`src/rtl/recurrence_engine.sv`:
```
// recurrence_engine: four-step register recurrence (a=b+c, d=a-3, b=d+10, c=c+1) repeated ITER times,
// reporting each step as a ready/valid record; all outputs come straight from flops.
module recurrence_engine #(
  parameter int WIDTH = 32,
  parameter int ITER  = 4
) (
  input  logic                    clk,
  input  logic                    rst_n,
  input  logic                    start,
  input  logic signed [WIDTH-1:0] init_a,
  input  logic signed [WIDTH-1:0] init_b,
  input  logic signed [WIDTH-1:0] init_c,
  input  logic signed [WIDTH-1:0] init_d,
  output logic                    busy,
  output logic                    done,
  output logic                    out_valid,
  input  logic                    out_ready,
  output logic signed [WIDTH-1:0] out_a,
  output logic signed [WIDTH-1:0] out_b,
  output logic signed [WIDTH-1:0] out_c,
  output logic signed [WIDTH-1:0] out_d,
  output logic [1:0]              out_step,
  output logic [7:0]              out_iter
);
  typedef enum logic [1:0] {IDLE, EXEC, EMIT, DONE} state_e;
  localparam logic signed [WIDTH-1:0] K1  = WIDTH'(1);
  localparam logic signed [WIDTH-1:0] K3  = WIDTH'(3);
  localparam logic signed [WIDTH-1:0] K10 = WIDTH'(10);
  localparam logic [7:0] LAST_ITER = 8'(ITER - 1);
  state_e state_q, state_d;
  logic signed [WIDTH-1:0] a_q, b_q, c_q, d_q, a_d, b_d, c_d, d_d;
  logic signed [WIDTH-1:0] oa_q, ob_q, oc_q, od_q;
  logic [1:0] step_q, step_d;
  logic [7:0] iter_q, iter_d;
  logic busy_q, busy_d, done_q, done_d, valid_q, valid_d;
  logic load, exec, hs, last;
  always_comb begin
    load = state_q == IDLE && start;
    exec = state_q == EXEC;
    hs   = state_q == EMIT && out_ready;
    last = step_q == 2'd3 && iter_q == LAST_ITER;
  end
  always_comb begin
    state_d = (state_q == IDLE) ? (start ? EXEC : IDLE) :
              (state_q == EXEC) ? EMIT :
              (state_q == EMIT) ? (hs ? (last ? DONE : EXEC) : EMIT) :
              IDLE;
  end
  // Each step writes one register from values committed by the previous step.
  always_comb begin
    a_d    = load ? init_a : (exec && step_q == 2'd0) ? b_q + c_q : a_q;
    d_d    = load ? init_d : (exec && step_q == 2'd1) ? a_q - K3  : d_q;
    b_d    = load ? init_b : (exec && step_q == 2'd2) ? d_q + K10 : b_q;
    c_d    = load ? init_c : (exec && step_q == 2'd3) ? c_q + K1  : c_q;
    step_d = load ? 2'd0 : (hs && !last) ? step_q + 2'd1 : step_q;
    iter_d = load ? 8'd0 : (hs && step_q == 2'd3 && !last) ? iter_q + 8'd1 : iter_q;
  end
  always_comb begin
    busy_d  = state_d != IDLE;
    done_d  = state_d == DONE;
    valid_d = state_d == EMIT;
  end
  always_ff @(posedge clk or negedge rst_n) begin
    if (!rst_n) begin
      state_q <= IDLE;
      a_q     <= '0;
      b_q     <= '0;
      c_q     <= '0;
      d_q     <= '0;
      oa_q    <= '0;
      ob_q    <= '0;
      oc_q    <= '0;
      od_q    <= '0;
      step_q  <= '0;
      iter_q  <= '0;
      busy_q  <= 1'b0;
      done_q  <= 1'b0;
      valid_q <= 1'b0;
    end else begin
      state_q <= state_d;
      a_q     <= a_d;
      b_q     <= b_d;
      c_q     <= c_d;
      d_q     <= d_d;
      oa_q    <= exec ? a_d : oa_q;
      ob_q    <= exec ? b_d : ob_q;
      oc_q    <= exec ? c_d : oc_q;
      od_q    <= exec ? d_d : od_q;
      step_q  <= step_d;
      iter_q  <= iter_d;
      busy_q  <= busy_d;
      done_q  <= done_d;
      valid_q <= valid_d;
    end
  end
  assign busy      = busy_q;
  assign done      = done_q;
  assign out_valid = valid_q;
  assign out_a     = oa_q;
  assign out_b     = ob_q;
  assign out_c     = oc_q;
  assign out_d     = od_q;
  assign out_step  = step_q;
  assign out_iter  = iter_q;
endmodule

```
`config.mk`:
```
export PLATFORM = sky130hd
export DESIGN_NAME = recurrence_engine
export DESIGN_NICKNAME = d
export VERILOG_FILES = /design/src/rtl/recurrence_engine.sv
export SDC_FILE = /design/constraint.sdc
export NUM_CORES = 1
export LEC_CHECK = 0
export ABC_CLOCK_PERIOD_IN_PS = 3700
export BUFFER_PORTS_ARGS = -buffer_cell sky130_fd_sc_hd__clkbuf_2
export CAP_MARGIN = 40
export CORE_MARGIN = 5
export CORE_UTILIZATION = 56
export CTS_CLUSTER_SIZE = 40
export DETAILED_ROUTE_END_ITERATION = 6
export GPL_TIMING_DRIVEN = 0
export PLACE_DENSITY_LB_ADDON = 0.3
export SKIP_CTS_REPAIR_TIMING = 1
export SYNTH_ARGS = -nofsm -noshare
export SYNTH_HDL_FRONTEND = slang
export SYNTH_SLANG_ARGS = --single-unit
```
`constraint.sdc`:
```
create_clock -name clk -period 3.7 [get_ports clk]
set_input_delay 1.11 -clock clk [delete_from_list [all_inputs] [get_ports clk]]
set_output_delay 1.11 -clock clk [all_outputs]
set_load 0.02 [all_outputs]
```
==> results.cfg <==
[clock_tree]
clk_pin_slew_worst_paths_ps = 60
clockRootBuffer = clkbuf_16
cts_buffers = 30
cts_max_path_buffers = 3
htreeDepth = 1
cts.sinks = 271
clk_latency_ps = 560
cts_tree = yes

[power]
vdd_drop_max_uv = 613
p_comb_share_pct = 52.7
seq_power_share_pct = 31.4
leakagePower_uw = 0.00800
pwr_density_cell_mw_per_mm2 = 1080
power.internal_uw = 9570
netSwitchingFraction_pct = 48.9
p_clk_share_pct = 15.9
p_switching_uw = 9150

[synthesis]
async_reset_ff_share_pct = 100
synth_warnings = 0
syn_area_per_cell_um2 = 9.00
synth_flop_cell = dfrtp_1
netlist_area_mm2 = 0.0144
syn_nets = 1776
ys_seq_area_share_pct = 47.0
syn-instance-count = 1604
synth_seq_cells = 271
synth_top_cell_by_area = dfrtp_1
yosys-top-cells-area = dfrtp_1 (47%), nand2_1 (7.1%), o21ai_0 (5.9%)
synth.top_cell.area_share_pct = 47.0
synth_edf_count = 0
ys_types = 70

[floorplanning]
fp.coreArea_mm2 = 0.0253
die_x_um = 171
ioPinCount = 273
initial_utilization_pct = 57.1
fp.dieArea_mm2 = 0.0291
rows = 58
dieHeight_um = 171

[setup_path]
end_kind = flop
critPathBufInv = 4
cp.arrival_ps = 4050
cp_common_cell = clkbuf_1
critPathKind = flop to flop
crit_chain = clkbuf_1, nor2_1, clkbuf_2, nand2_1, clkbuf_1, clkbuf_1, nor2_1, a21oi_1, o21ai_0
cp_data_required_time_ps = 4110
crit_family = buffers and inverters
cp_max_fo = 10
slowest_delay_ps = 590
cp_slowest_cell = clkbuf_1
critPathLaunchType = flop

[final_layout]
nNetsFinal = 2086
antenna_cells = 0
final_cell_area_mm2 = 0.0173
drive_gt1_share_pct = 20.4
finish.utilization_pct = 68.4
areaGrowthSynthToFinish_pct = 19.7

[sta]
hold_violations = 0
fin_crit_sh_pct = 98.3
fin_crit_ps = 3640
setup_viol = 0
relSlewSlack_pct = 36.3
skew_ps = 13.5
finalMaxSlewViolations = 0
rsz0062_at_grt = false
worst-slew-pin-transition_ps = 956
max_freq_mhz = 275

[routing]
vias = 14000
drc = 0
routed_wl_mm = 55.1
ant_nets = 0
drt_iter0_markers = 1509
drt_first_pass_iters = 5
wire_per_inst_um = 24.3
viasPerCell = 6.17

[place]
dpl.hpwl_mm = 42.1
gp_congestion = 1.01
io_buffer_count = 272
placedInstanceArea_mm2 = 0.0163

[grt]
grtUsageMet2_pct = 59.1
grt_pass1_wl_mm = 83.6
grt_overflow_total = 0
groute.layer.met3.usage_pct = 7.69
grt_pass1_vias = 14200
antenna_found_initial = 0
grtUsageTotal_pct = 37.7
gr-max-usage-layer = met2
grtUsageMet1_pct = 51.4
grt_max_degree = 108

[flow_run]
cap_violations = 0

[run_status]
outcome = finished, final reports clean

[hold_path]
min_path_type = flop to flop
registers in the layout, summed over array words and instances, names as in the netlist:
| signal | cells |
|---|---|
| done | 1 |
| out_c | 32 |
| a_q | 32 |
| b_q | 32 |
| busy | 1 |
| state_q | 2 |
| out_iter | 8 |
| out_step | 2 |
| c_q | 32 |
| out_d | 32 |
| out_valid | 1 |
| out_b | 32 |
| out_a | 32 |
| d_q | 32 |
metal layers:
| metal | vias to the layer above | share of wire [%] |
|---|---|---|
| li1 | 6228 | - |
| met1 | 6809 | 40 |
| met2 | 798 | 45 |
| met3 | 140 | 10 |
| met4 | 0 | 4.5 |
| met5 | - | 0 |
final cells by class:
cell class	instances	area (µm²)
fillers	2055	7980
multi-input cells	1227	7180
flip-flops and latches	271	6780
repair buffers	278	1460
clock buffers	45	898
plain buffers	90	419
well taps	330	413
clock inverters	9	73.8
inverters	16	60.1
kinds of logic after synthesis:
kind of cell	count (synthesis)	share of synthesized area, %
compound gates	416	17.0
xor+xnor	112	6.80
fa+ha+maj	40	3.52
buf+inv	106	3.28
flops	271	47.0
mux	41	3.15
simple gates	618	19.2
final timing paths:
check | startpoint | end | slack [ps] | cells after the start
hold / removal | out_d[21] | out_d[21] | 480 | 2
setup / recovery | state_q[1] | out_b[12] | 60 | 9
hold reg to reg | out_d[21] | out_d[21] | 480 | 2
setup reg to reg | state_q[1] | out_b[12] | 60 | 9
max in group asynchronous | rst_n | out_b[22] | 2160 | 2
min in group asynchronous | rst_n | out_d[14] | 560 | 1
synth_stat cells (4+ instances only):
master    count
ha_1         39
or3_1        18
o31ai_1      30
nor3_1       22
dfrtp_1     271
buf_1         5
a31oi_1      13
xor2_1       55
nand3_1      40
o21bai_1      4
xnor2_1      57
mux2_2       35
a211oi_1     11
nand2b_1      6
nor4_1        5
o22ai_1       9
clkbuf_1     75
mux2i_1       6
o211ai_1      8
nor2_1      170
o21ai_0     169
nor2b_1       8
clkbuf_8      4
inv_1        15
a21o_1       22
and2_1        5
a22oi_1      13
and4_1        7
nand4_1      12
o21a_1        4
a21oi_1     104
and3_1       31
nand2_1     272
power groups by stage:
stage	Combinational, µW	Sequential, µW	Clock [µW]
after floorplan	5610	6180	0
after global placement	9450	5790	0
after detailed placement	9630	5830	0
after CTS	9710	5800	2970
after global routing	10700	6000	3100
final	9870	5880	2970
worst min-delay path: stages (launching register included):
cell     delay (ps)
dfrtp_1         340
nand2_1          50
o31ai_1          50
per-stage QoR:
stage | total power, µW | setup TNS (ps) | std cells | setup slack, ps | hold WS [ps]
final | 18700 | 0 | 2266 | 62.5 | 479
after global routing | 19800 | 0 | 2266 | 9.79 | 494
after CTS | 18500 | -164 | 2266 | -83.0 | 479
after detailed placement | 15500 | -6970 | 2212 | -233 | 465
after global placement | 15200 | -1078880 | 2206 | -4010 | 462
after floorplan | 11800 | 0 | 1604 | 831 | 496
cell usage in the layout (no fill, tap or decap), drive strengths merged, types with 3 or more instances in the layout:
master / count
a211o: 3
and3: 31
mux2i: 6
o211ai: 8
nand3: 40
a31oi: 13
o22ai: 9
dfrtp: 271
a311oi: 3
a21oi: 104
and4: 7
nand2b: 6
nand2: 272
buf: 17
o21ai: 174
xor2: 55
a21o: 22
inv: 16
clkinv: 8
ha: 39
mux2: 35
nor4: 6
and2: 5
nor3: 24
o31ai: 30
xnor2: 57
or4: 3
nand3b: 3
a221oi: 3
clkbuf: 395
a22oi: 13
nor2b: 8
nand4: 12
o21a: 4
nor2: 170
o21bai: 4
a211oi: 12
or3: 23
Note: power is estimated with default switching activity, not from simulation.
